<file path="src/rtl/regfile_pkg.sv">
// Shared constants and helpers for the regfile_np register file slice.
package regfile_pkg;

    localparam int DEF_WIDTH = 16;
    localparam int DEF_DEPTH = 16;
    localparam int NUM_RD    = 2;

    // Registers and pending bits clear to this bit value on reset.
    localparam logic RST_BIT = 1'b0;

    function automatic int addr_w(input int depth);
        return $clog2(depth);
    endfunction

endpackage

</file>
<file path="src/rtl/regfile_np_if.sv">
// Write, claim and dual read-port bundle for regfile_np.
interface regfile_np_if
    import regfile_pkg::*;
#(
    parameter int WIDTH = DEF_WIDTH,
    parameter int DEPTH = DEF_DEPTH
);
    localparam int AW = addr_w(DEPTH);

    logic             wr_en;
    logic [AW-1:0]    wr_addr;
    logic [WIDTH-1:0] wr_data;
    logic             claim_en;
    logic [AW-1:0]    claim_addr;
    logic             rd_en1;
    logic             rd_en2;
    logic [AW-1:0]    rd_addr1;
    logic [AW-1:0]    rd_addr2;
    logic [WIDTH-1:0] rd_data1;
    logic [WIDTH-1:0] rd_data2;
    logic             busy1;
    logic             busy2;

    modport master (
        output wr_en, wr_addr, wr_data, claim_en, claim_addr,
               rd_en1, rd_en2, rd_addr1, rd_addr2,
        input  rd_data1, rd_data2, busy1, busy2
    );

    modport slave (
        input  wr_en, wr_addr, wr_data, claim_en, claim_addr,
               rd_en1, rd_en2, rd_addr1, rd_addr2,
        output rd_data1, rd_data2, busy1, busy2
    );

endinterface

</file>
<file path="src/rtl/regfile_np_scoreboard.sv">
// Per-register pending bits: claim sets, write clears, claim wins on a tie.
// REGFILE_BYPASS_EN: a same-cycle write is reflected in the busy lookup.
module regfile_scoreboard
    import regfile_pkg::*;
#(
    parameter int DEPTH    = DEF_DEPTH,
    parameter int ZERO_REG = 1,
    parameter int AW       = addr_w(DEPTH)
) (
    input  logic                       clk,
    input  logic                       rst,
    input  logic                       claim_en,
    input  logic [AW-1:0]              claim_addr,
    input  logic                       clr_en,
    input  logic [AW-1:0]              clr_addr,
    input  logic [NUM_RD-1:0]          rd_en,
    input  logic [NUM_RD-1:0][AW-1:0]  rd_addr,
    output logic [NUM_RD-1:0]          busy
);

    logic [DEPTH-1:0] pending;
    logic [DEPTH-1:0] set_vec;
    logic [DEPTH-1:0] clr_vec;

    always_comb begin
        set_vec = '0;
        clr_vec = '0;
        if (claim_en) set_vec[claim_addr] = 1'b1;
        if (clr_en)   clr_vec[clr_addr]   = 1'b1;
        if (ZERO_REG != 0) begin
            set_vec[0] = 1'b0;
            clr_vec[0] = 1'b0;
        end
    end

    // Set is OR-ed after the clear so a same-address claim keeps the bit high.
    always_ff @(posedge clk or negedge rst) begin
        if (!rst) pending <= {DEPTH{RST_BIT}};
        else      pending <= (pending & ~clr_vec) | set_vec;
    end

    for (genvar p = 0; p < NUM_RD; p++) begin : g_lookup
        always_comb begin
            busy[p] = 1'b0;
            if (rd_en[p] && !((ZERO_REG != 0) && (rd_addr[p] == '0))) begin
                busy[p] = pending[rd_addr[p]];
`ifdef REGFILE_BYPASS_EN
                if (clr_vec[rd_addr[p]]) busy[p] = set_vec[rd_addr[p]];
`endif
            end
        end
    end

endmodule

</file>
<file path="src/rtl/regfile_np.sv">
// DEPTH x WIDTH register file, two combinational read ports, one write port,
// optional zero register and pending scoreboard. Macro: REGFILE_BYPASS_EN.
module regfile_np
    import regfile_pkg::*;
#(
    parameter int WIDTH    = DEF_WIDTH,
    parameter int DEPTH    = DEF_DEPTH,
    parameter int ZERO_REG = 1
) (
    input  logic         clk,
    input  logic         rst,
    regfile_np_if.slave  bus
);

    localparam int AW = addr_w(DEPTH);

    logic [DEPTH-1:0][WIDTH-1:0]  mem;
    logic [NUM_RD-1:0]            rd_en;
    logic [NUM_RD-1:0][AW-1:0]    rd_addr;
    logic [NUM_RD-1:0][WIDTH-1:0] rd_data;
    logic [NUM_RD-1:0]            busy;
    logic                         wr_ok;

    assign rd_en   = {bus.rd_en2, bus.rd_en1};
    assign rd_addr = {bus.rd_addr2, bus.rd_addr1};

    assign bus.rd_data1 = rd_data[0];
    assign bus.rd_data2 = rd_data[1];
    assign bus.busy1    = busy[0];
    assign bus.busy2    = busy[1];

    // Entry 0 is never written when hardwired, so it keeps its reset zero.
    assign wr_ok = bus.wr_en && !((ZERO_REG != 0) && (bus.wr_addr == '0));

    always_ff @(posedge clk or negedge rst) begin
        if (!rst) begin
            for (int i = 0; i < DEPTH; i++) mem[i] <= {WIDTH{RST_BIT}};
        end else if (wr_ok) begin
            mem[bus.wr_addr] <= bus.wr_data;
        end
    end

    for (genvar p = 0; p < NUM_RD; p++) begin : g_rd
        always_comb begin
            rd_data[p] = '0;
            if (rd_en[p]) begin
                rd_data[p] = mem[rd_addr[p]];
`ifdef REGFILE_BYPASS_EN
                if (wr_ok && (bus.wr_addr == rd_addr[p])) rd_data[p] = bus.wr_data;
`endif
            end
        end
    end

    regfile_scoreboard #(
        .DEPTH    (DEPTH),
        .ZERO_REG (ZERO_REG),
        .AW       (AW)
    ) u_sb (
        .clk        (clk),
        .rst        (rst),
        .claim_en   (bus.claim_en),
        .claim_addr (bus.claim_addr),
        .clr_en     (bus.wr_en),
        .clr_addr   (bus.wr_addr),
        .rd_en      (rd_en),
        .rd_addr    (rd_addr),
        .busy       (busy)
    );

endmodule

</file>
<file path="src/flat_wrapper.sv">
// flat-port wrapper written by rule: the top's interface ports become plain ports
module regfile_np_flat import regfile_pkg::*;
#(
    parameter int WIDTH    = DEF_WIDTH,
    parameter int DEPTH    = DEF_DEPTH,
    parameter int ZERO_REG = 1
)
  (clk, rst, bus_wr_en, bus_wr_addr, bus_wr_data, bus_claim_en, bus_claim_addr, bus_rd_en1, bus_rd_en2, bus_rd_addr1, bus_rd_addr2, bus_rd_data1, bus_rd_data2, bus_busy1, bus_busy2);
  regfile_np_if #(.WIDTH(WIDTH), .DEPTH(DEPTH)) bus_i ();
  input  logic clk;
  input  logic rst;
  input wire logic [$bits(bus_i.wr_en)-1:0] bus_wr_en;
  input wire logic [$bits(bus_i.wr_addr)-1:0] bus_wr_addr;
  input wire logic [$bits(bus_i.wr_data)-1:0] bus_wr_data;
  input wire logic [$bits(bus_i.claim_en)-1:0] bus_claim_en;
  input wire logic [$bits(bus_i.claim_addr)-1:0] bus_claim_addr;
  input wire logic [$bits(bus_i.rd_en1)-1:0] bus_rd_en1;
  input wire logic [$bits(bus_i.rd_en2)-1:0] bus_rd_en2;
  input wire logic [$bits(bus_i.rd_addr1)-1:0] bus_rd_addr1;
  input wire logic [$bits(bus_i.rd_addr2)-1:0] bus_rd_addr2;
  output wire logic [$bits(bus_i.rd_data1)-1:0] bus_rd_data1;
  output wire logic [$bits(bus_i.rd_data2)-1:0] bus_rd_data2;
  output wire logic [$bits(bus_i.busy1)-1:0] bus_busy1;
  output wire logic [$bits(bus_i.busy2)-1:0] bus_busy2;
  assign bus_i.wr_en = bus_wr_en;
  assign bus_i.wr_addr = bus_wr_addr;
  assign bus_i.wr_data = bus_wr_data;
  assign bus_i.claim_en = bus_claim_en;
  assign bus_i.claim_addr = bus_claim_addr;
  assign bus_i.rd_en1 = bus_rd_en1;
  assign bus_i.rd_en2 = bus_rd_en2;
  assign bus_i.rd_addr1 = bus_rd_addr1;
  assign bus_i.rd_addr2 = bus_rd_addr2;
  assign bus_rd_data1 = bus_i.rd_data1;
  assign bus_rd_data2 = bus_i.rd_data2;
  assign bus_busy1 = bus_i.busy1;
  assign bus_busy2 = bus_i.busy2;
  regfile_np #(.WIDTH(WIDTH), .DEPTH(DEPTH), .ZERO_REG(ZERO_REG)) u_core (.clk(clk), .rst(rst), .bus(bus_i));
endmodule
</file>
<file path="config.mk">
export PLATFORM = sky130hd
export DESIGN_NAME = regfile_np_flat
export DESIGN_NICKNAME = d
export VERILOG_FILES = /design/src/rtl/regfile_pkg.sv /design/src/rtl/regfile_np_if.sv /design/src/rtl/regfile_np_scoreboard.sv /design/src/rtl/regfile_np.sv /design/src/flat_wrapper.sv
export SDC_FILE = /design/constraint.sdc
export NUM_CORES = 1
export LEC_CHECK = 0
export ABC_AREA = 1
export CELL_PAD_IN_SITES_DETAIL_PLACEMENT = 2
export CELL_PAD_IN_SITES_GLOBAL_PLACEMENT = 2
export CORE_ASPECT_RATIO = 0.75
export CORE_UTILIZATION = 35
export DETAILED_ROUTE_END_ITERATION = 10
export GPL_TIMING_DRIVEN = 0
export PLACE_DENSITY = 0.79
export SLEW_MARGIN = 20
export SYNTH_ARGS = -nofsm -noshare
export SYNTH_HDL_FRONTEND = slang
export SYNTH_HIERARCHICAL = 1
export SYNTH_SLANG_ARGS = --single-unit
</file>
<file path="constraint.sdc">
create_clock -name clk -period 1.5 [get_ports clk]
set_clock_uncertainty 0.2 [all_clocks]
set_input_delay 0.15 -clock clk [delete_from_list [all_inputs] [get_ports clk]]
set_output_delay 0.15 -clock clk [all_outputs]
set_load 0.005 [all_outputs]
</file>
# Word-level counts from Yosys, hierarchy flattened
# Index checks and enable logic that the tools add are counted.
[word_totals] elab_cells=58 reg_bits=272 out_inout_bits=34 inputBits=38
[classes] bitwise_logic=3 reduce_logical=11 mux=21 n_lt_le_gt_ge=6
[op_table] op="256-bit bitwise mux" n=1
[op_table] op="16-bit binary-select mux with 4-bit select" n=2
[op_table] op="16-bit 2-to-1 mux" n=7
[op_table] op="16-bit demux with 4-bit select" n=1
[op_table] op="4-bit by 5-bit < comparator with 1-bit output, second input constant" n=4
[op_table] op="16-bit AND" n=1
[op_table] op="16-bit NOT" n=1
[op_table] op="16-bit bitwise OR" n=1
[op_table] op="4-bit zero test" n=3
[op_table] op="1-bit binary-select mux with 4-bit select" n=2
[op_table] op="1-bit demux with 4-bit select" n=2
[op_table] op="4-bit by 1-bit greater-or-equal comparator with 1-bit output, second input constant" n=2
[op_table] op="1-bit 2-to-1 mux" n=6
[op_table] op="1-bit logical AND" n=5
[op_table] op="1-bit zero test" n=3

# Depth between registers and ports, before layout
# Gate-level depths: netlist of run 1.
[logic_depth] ltp_word=8 ltp_mapped=10 mapped_depth_nobuf=9

# By module
# The synthesis of run 1 kept the hierarchy.
[modules_own_cells] mod="regfile_np" n_inst=1 area_per_inst_um2=14870.5 seq_area_each_um2=6406.1 cells_per_inst=2220
[modules_own_cells] mod="regfile_scoreboard" n_inst=1 area_per_inst_um2=1074.8 seq_area_each_um2=375.4 cells_per_inst=173

# Worst setup path after synthesis of run 1
# Ideal clock, no wire load.
[synth_timing] kind="input-to-output" start="input bus_rd_addr1[3]" end="output bus_rd_data1[10]" t_required_ns=1.150 arrival_ns=1.007 n_path_buf=2 slack_ns=0.143 stages=5 path_cell_list="clkbuf_1 -> inv_1 -> buf_1 -> nand3_1 -> a21oi_1"
[synth_between] elab_chain_cells=3
[synth_rtl] element="start, declared" line="flat_wrapper.sv:19" text="input wire logic [$bits(bus_i.rd_addr1)-1:0] bus_rd_addr1;"
[synth_rtl] element="16-bit binary-select mux with 4-bit select" line="regfile_np.sv:47" text="rd_data[p] = mem[rd_addr[p]];"
[synth_rtl] element="16-bit 2-to-1 mux (implied by the code)" line="regfile_np.sv:47"
[synth_rtl] element="16-bit 2-to-1 mux" line="regfile_np.sv:46" text="if (rd_en[p]) begin"
[synth_rtl] element="end, declared" line="flat_wrapper.sv:21" text="output wire logic [$bits(bus_i.rd_data1)-1:0] bus_rd_data1;"
# Every way passes these cells. The select of a mux whose other input is x is not followed.

# Final worst setup path of run 1
[layout_timing] start="register u_core/mem[142] (netlist name)" end="output bus_rd_data1[14]"
[layout_between] elab_chain_cells=3
[layout_rtl] element="start, declared" line="regfile_np.sv:17" text="logic [DEPTH-1:0][WIDTH-1:0] mem;"
[layout_rtl] element="start signal, assigned by index" line="regfile_np.sv:39" text="mem[bus.wr_addr] <= bus.wr_data;"
[layout_rtl] element="16-bit binary-select mux with 4-bit select" line="regfile_np.sv:47"
[layout_rtl] element="16-bit 2-to-1 mux (implied by the code)" line="regfile_np.sv:47"
[layout_rtl] element="16-bit 2-to-1 mux" line="regfile_np.sv:46"
# Every way passes these cells. The select of a mux whose other input is x is not followed.

==> run_results.csv, run 1 <==
group,metric,value,unit
synthesis,yosysWarnings,6,
route,vias,20270,
timing,setup_viol,66,
cts,clockBufferDepth,3,
timing,slew_headroom,0.5645,
run_status,status,"complete, but fails checks",
worst_setup_path,worstPathArrival,2.01,ns
timing,layout_setup_ws,-0.8557,ns
synthesis,synth_top_family_by_area,"simple AND/OR/NAND/NOR gates",
synthesis,synthSimpleGateAreaFrac,0.3512,
power,p_total,28.40,mW
cts,htree_levels,1,
route,wl_per_cell,35.48,microns
placement,dp_hpwl,70170,microns
worst_setup_path,critPathKind,"reg2out",
cts,clk_latency,0.60,ns
cts,cts_tree,"yes",
timing,finalCritPeriodShare,1.570,
worst_setup_path,crit_buf_inv,2,
floorplanning,die_w,248.5,microns
timing,final_hold_viol_count,52,
synthesis,synthAdderAreaFrac,0,
synthesis,synth_fp_nets,2431,
power,power_density,1275,nW/um^2
timing,tightest_slew,0.6533,ns
timing,finalSetupTns,-30.05,ns
worst_setup_path,slowest_stage,"dfrtp_1",
placement,gp_congestion,1.047,
placement,port_buffers,71,
route,drc,0,
power,ir_drop,1342,uV
run_status,violations,"hold timing, setup timing",
global_routing,grt_pass1_vias,20608,
power,power_leakage,10.83,nW
worst_setup_path,endpoint_kind,"output pin",
floorplanning,num_rows,67,
cts,clk_pin_slew,0.07,ns
floorplanning,coreArea,44770,sq um
synthesis,synthCells,2393,
floorplanning,die_y,186.8,microns
synthesis,synth_compound_area_frac,0.09730,
flow_run,drv_cap,0,
synthesis,ys_seq_elements,271,
timing,rsz0062_at_grt,"yes",
finish,fin_nets,2655,
floorplanning,initial_utilization,0.3562,
placement,placed_area,17500,sq um
finish,layout_commonest_cell,"nand2_1",
finish,drive_gt1_frac,0.3508,
timing,finalMaxSlewViolations,0,
timing,hold_ws,-0.1223,ns
timing,period_needed,2.356,ns
synthesis,synth_xor_area_frac,0,
global_routing,grt_usage,0.4442,
synthesis,ys_types,22,
cts,cts_sinks,271,
finish,area_delta_synth_final,39.67,%
timing,max_freq,424.5,MHz
worst_setup_path,cp-start-kind,"flop",
finish,fillers,4896,
worst_setup_path,max_stage_delay,0.43,ns
synthesis,synth_top_cell_by_area,"dfrtp_1",
finish,fin_area,22270,sq um
worst_setup_path,cp.required,1.15,ns
worst_setup_path,worstPathMaxFanout,2,
floorplanning,io_pins,72,
cts,root_buffer,"clkbuf_16",
synthesis,yosysSeqAreaShare,0.4253,
cts,cts_made_buffers,31,
route,routed_wl,114400,microns
finish,layoutNonFillerInstCount,3225,
synthesis,syn-mean-instance-area,6.663,sq um
worst_setup_path,cp_cell_sequence,"inv_1 -> nand2_1 -> nand3_2 -> nand3_2 -> nand3_4 -> a21oi_4 -> buf_2",
finish,multiInputGateArea,9547,sq um
route,ant_nets,0,
placement,place_inst,3054,
worst_setup_path,cp_top_family,"simple AND/OR/NAND/NOR gates",
floorplanning,die_area,46420,sq um
synthesis,yosys-mux-area-fraction,0,
synthesis,syn_area,15950,sq um
worst_setup_path,crit_top_cell,"nand3_2",
min_path,hold_class,"in2async",
finish,seq_area,6787,sq um
route,viasPerCell,6.285,
global_routing,grt_max_degree,90,
route,first_pass_iters,5,
synthesis,synth.area.top_cells,"dfrtp_1, nand2_1, nand3_1",
global_routing,antenna_found_initial,8,
synthesis,synth_top_area_share,0.4253,
global_routing,overflow,0,
global_routing,grt_first_pass_wirelength,148900,microns
route,drt_iter0_drc,2168,
finish,final_cell_mix,"nand2_1, dfrtp_1, o21ai_0",
-- cell families (layout without fill, tap and decap cells) --
family / count (synthesis) / count (layout)
other cells: 0 / 2
flops: 271 / 271
buf+inv: 498 / 742
compound gates: 307 / 307
simple gates: 1317 / 1317
-- layout make-up --
cell class	instances	area share
clock inverters	10	0.007303
clock buffers	43	0.04090
plain buffers	183	0.06101
multi-input cells	1624	0.4287
flip-flops and latches	271	0.3047
repair buffers	191	0.06978
inverters	315	0.05449
well taps	586	0.03292
diodes	2	0.0002247
-- path summary, 6_finish.rpt --
| check | end | slack [ns] | cells past startpoint | from |
|---|---|---|---|---|
| setup / recovery | bus_rd_data1[14] | -0.86 | 7 | u_core/mem[142]$_DFFE_PN0P_ |
| hold reg to reg | u_core/mem[3]$_DFFE_PN0P_ | 0.27 | 1 | u_core/mem[3]$_DFFE_PN0P_ |
| hold / removal | u_core/mem[119]$_DFFE_PN0P_ | -0.12 | 2 | rst |
| max in group asynchronous | u_core/mem[205]$_DFFE_PN0P_ | 0.28 | 3 | rst |
| min in group clk | u_core/u_sb/pending[15]$_DFF_PN0_ | -0.02 | 4 | bus_wr_en |
| setup reg to reg | u_core/mem[190]$_DFFE_PN0P_ | 0.18 | 4 | u_core/mem[190]$_DFFE_PN0P_ |
-- stage by stage --
step	setup slack, ns	util
CTS	-0.7208	0.4682
detailed placement	-2.323	0.3909
global route	-0.8346	0.4974
finish	-0.8557	0.4975
global placement	-12.35	0.3885
floorplan	0.1428	-
-- worst reg2reg max path: stages, from the launching register on --
cell     delay [ns]
dfrtp_1        0.41
buf_4          0.14
buf_4          0.12
nand2_1        0.09
o21ai_0        0.18
-- sequential cells by signal, indices dropped and copies added, names as in the netlist --
| name | count |
|---|---|
| u_core/mem | 256 |
| u_core/u_sb/pending | 15 |
-- layer usage --
layer,up-vias,global-route usage,share of wire
li1,7991,-,-
met1,10438,0.6027,0.39
met2,1383,0.6707,0.43
met3,456,0.1046,0.10
met4,2,0.2047,0.071
met5,-,0,0.000079
-- synthesized netlist by cell type, drive strengths merged --
master and n:
nor3 2, inv 315, o21a 2, nand2 810, a32o 1, a21oi 32
buf 111, clkbuf 72, dfrtp 271, nand3 473, nor2 30, or2 2
a21boi 2, o21ai 270
-- where the power goes --
group	internal, mW	switching, mW	leakage [nW]
logic	3.07	6.79	6.92
registers	8.79	1.16	3.40
clock network	4.88	3.71	0.511
-- repair_timing --
action                                  CTS  global route
gates resized for setup                 749           264
setup buffers                            52            59
pin swaps                               135           153
endpoints found under the setup margin  275           118
hold buffers                              3             3
endpoints found under the hold margin   274            56
Power figures use the tool's default switching activity.
==> inputs of run 2 (changes only) <==
SLEW_MARGIN = unset   (was 20)
==> run 2 against run 1 <==
The flow still finishes with violations (hold timing, setup timing). Combinational power fell by 2.9%. Clock power rose by 2%. Critical path depth did not move. Largest power group unchanged. Highest routed layer unchanged.
==> run_results.csv, run 2 (synthesis gave the netlist of run 1 again) <==
group,metric,value,unit
run_status,status,"complete, but fails checks",
run_status,violations,"hold timing, setup timing",
route,routed_wl,112100,microns
global_routing,overflow,0,
power,p_int,16.78,mW
finish,largest_reg_flops,256,
power,pwr-share-seq,0.352,
cts,clk_latency,0.60,ns
floorplanning,initial_utilization,0.3562,
power,p_sw_frac,0.4073,
floorplanning,coreArea,44770,sq um
finish,utilization,0.4912,
power,p_clk_frac,0.310,
power,net-switching-power,11.53,mW
cts,cts_tree,"yes",
placement,placed_area,17450,sq um
floorplanning,io_pins,72,
route,wl_per_cell,34.90,microns
timing,finalMaxSlewViolations,0,
finish,layout_commonest_cell,"nand2_1",
worst_setup_path,worstPathArrival,1.94,ns
min_path,hold_class,"in2async",
worst_setup_path,cp-start-kind,"flop",
cts,cts_made_buffers,31,
timing,hold_ws,-0.6781,ns
floorplanning,die_area,46420,sq um
finish,final_cell_mix,"nand2_1, dfrtp_1, o21ai_0",
timing,layout_setup_ws,-0.7938,ns
worst_setup_path,cp.required,1.15,ns
global_routing,grt_first_pass_wirelength,146800,microns
finish,fin_area,21990,sq um
cts,htree_levels,1,
power,power_leakage,10.74,nW
worst_setup_path,worstPathMaxFanout,2,
timing,max_freq,435.9,MHz
worst_setup_path,endpoint_kind,"output pin",
placement,port_buffers,71,
global_routing,grt_pass1_vias,20522,
finish,fillers,4978,
floorplanning,die_y,186.8,microns
power,ir_drop,1116,uV
floorplanning,die_w,248.5,microns
global_routing,grt_max_degree,116,
worst_setup_path,critPathKind,"reg2out",
timing,slew_headroom,0.5325,
route,viasPerCell,6.243,
finish,fin_nets,2639,
timing,final_hold_viol_count,274,
finish,area_delta_synth_final,37.91,%
timing,setup_viol,158,
finish,regMostFlops,"u_core/mem",
timing,tightest_slew,0.7012,ns
power,p_total,28.31,mW
timing,rsz0062_at_grt,"yes",
floorplanning,num_rows,67,
route,first_pass_iters,5,
timing,finalSetupTns,-40.27,ns
placement,gp_congestion,1.047,
finish,drive_gt1_frac,0.3338,
cts,cts_sinks,271,
cts,clockBufferDepth,3,
global_routing,antenna_found_initial,5,
cts,root_buffer,"clkbuf_16",
finish,reg.largest.list,"u_core/mem x256, u_core/u_sb/pending x15",
flow_run,drv_cap,0,
power,p_comb_frac,0.338,
route,drc,0,
cts,clk_pin_slew,0.08,ns
timing,period_needed,2.294,ns
route,drt_iter0_drc,2255,
global_routing,grt_usage,0.4365,
route,vias,20047,
route,ant_nets,0,
power,power_density,1287,nW/um^2
timing,finalCritPeriodShare,1.529,
placement,dp_hpwl,69470,microns
-- run 2: layer usage --
| metal | track usage | routed length [microns] | vias to the layer above | part of all wire |
|---|---|---|---|---|
| met2 | 0.6557 | 47900 | 1402 | 0.43 |
| li1 | - | - | 7963 | - |
| met1 | 0.5917 | 43950 | 10237 | 0.39 |
| met4 | 0.2215 | 7864 | 4 | 0.070 |
| met5 | 0 | 27 | - | 0.00024 |
| met3 | 0.09644 | 12340 | 441 | 0.11 |
-- run 2: final cells by class --
cell class,instances,area (sq um),area share
Antenna cell,1,2.502,0.0001138
Tap cell,586,733.2,0.03334
Clock buffer,44,904.6,0.04114
Buffer,183,1292,0.05878
Inverter,315,1202,0.05468
Multi-Input combinational cell,1624,9445,0.4295
Clock inverter,12,196.4,0.008933
Sequential cell,271,6789,0.3087
Timing Repair Buffer,175,1424,0.06475
-- run 2: through the flow --
stage	worst slack, ns	hold WS, ns	instances
finish	-0.7938	-0.6781	3211
global route	-0.7854	-0.6353	3210
CTS	-0.7145	-0.6562	3152
detailed placement	-2.320	-0.01330	3052
global placement	-12.35	0.2419	3050
floorplan	0.1428	-0.3456	2393
-- run 2: power by group through the flow --
stage / Combinational, mW / Clock, mW / Sequential [mW]
finish: 9.57 / 8.77 / 9.97
global route: 9.91 / 8.97 / 10.0
CTS: 7.77 / 8.53 / 9.71
detailed placement: 6.52 / 0 / 9.73
global placement: 6.14 / 0 / 9.65
floorplan: 3.72 / 0 / 9.39
-- run 2: path summary, 6_finish.rpt --
kind                                             start                               end  slack, ns  cells past startpoint
hold / removal                                     rst       u_core/mem[119]$_DFFE_PN0P_      -0.68                      1
setup / recovery           u_core/mem[188]$_DFFE_PN0P_                  bus_rd_data1[12]      -0.79                      7
setup reg to reg           u_core/mem[207]$_DFFE_PN0P_       u_core/mem[207]$_DFFE_PN0P_       0.22                      4
max in group asynchronous                          rst       u_core/mem[241]$_DFFE_PN0P_       0.26                      3
min in group clk                        bus_wr_addr[3]  u_core/u_sb/pending[9]$_DFF_PN0_      -0.04                      4
hold reg to reg             u_core/mem[11]$_DFFE_PN0P_        u_core/mem[11]$_DFFE_PN0P_       0.26                      1
-- run 2: what timing repair did --
item / CTS / global route
setup endpoints to repair: 274 / 97
pin swaps: 146 / 142
resized for setup: 730 / 233
hold endpoints to repair: 196 / 160
buffers inserted: 41 / 51
hold buffers: 3 / 7
-- run 2: worst max-delay path, stage by stage (launching register included) --
cell and delay [ns]:
dfrtp_1 0.48, inv_2 0.12, nand2_2 0.08, nand3_2 0.10, nand3_4 0.11, nand3_4 0.10, a21oi_4 0.18, buf_2 0.14
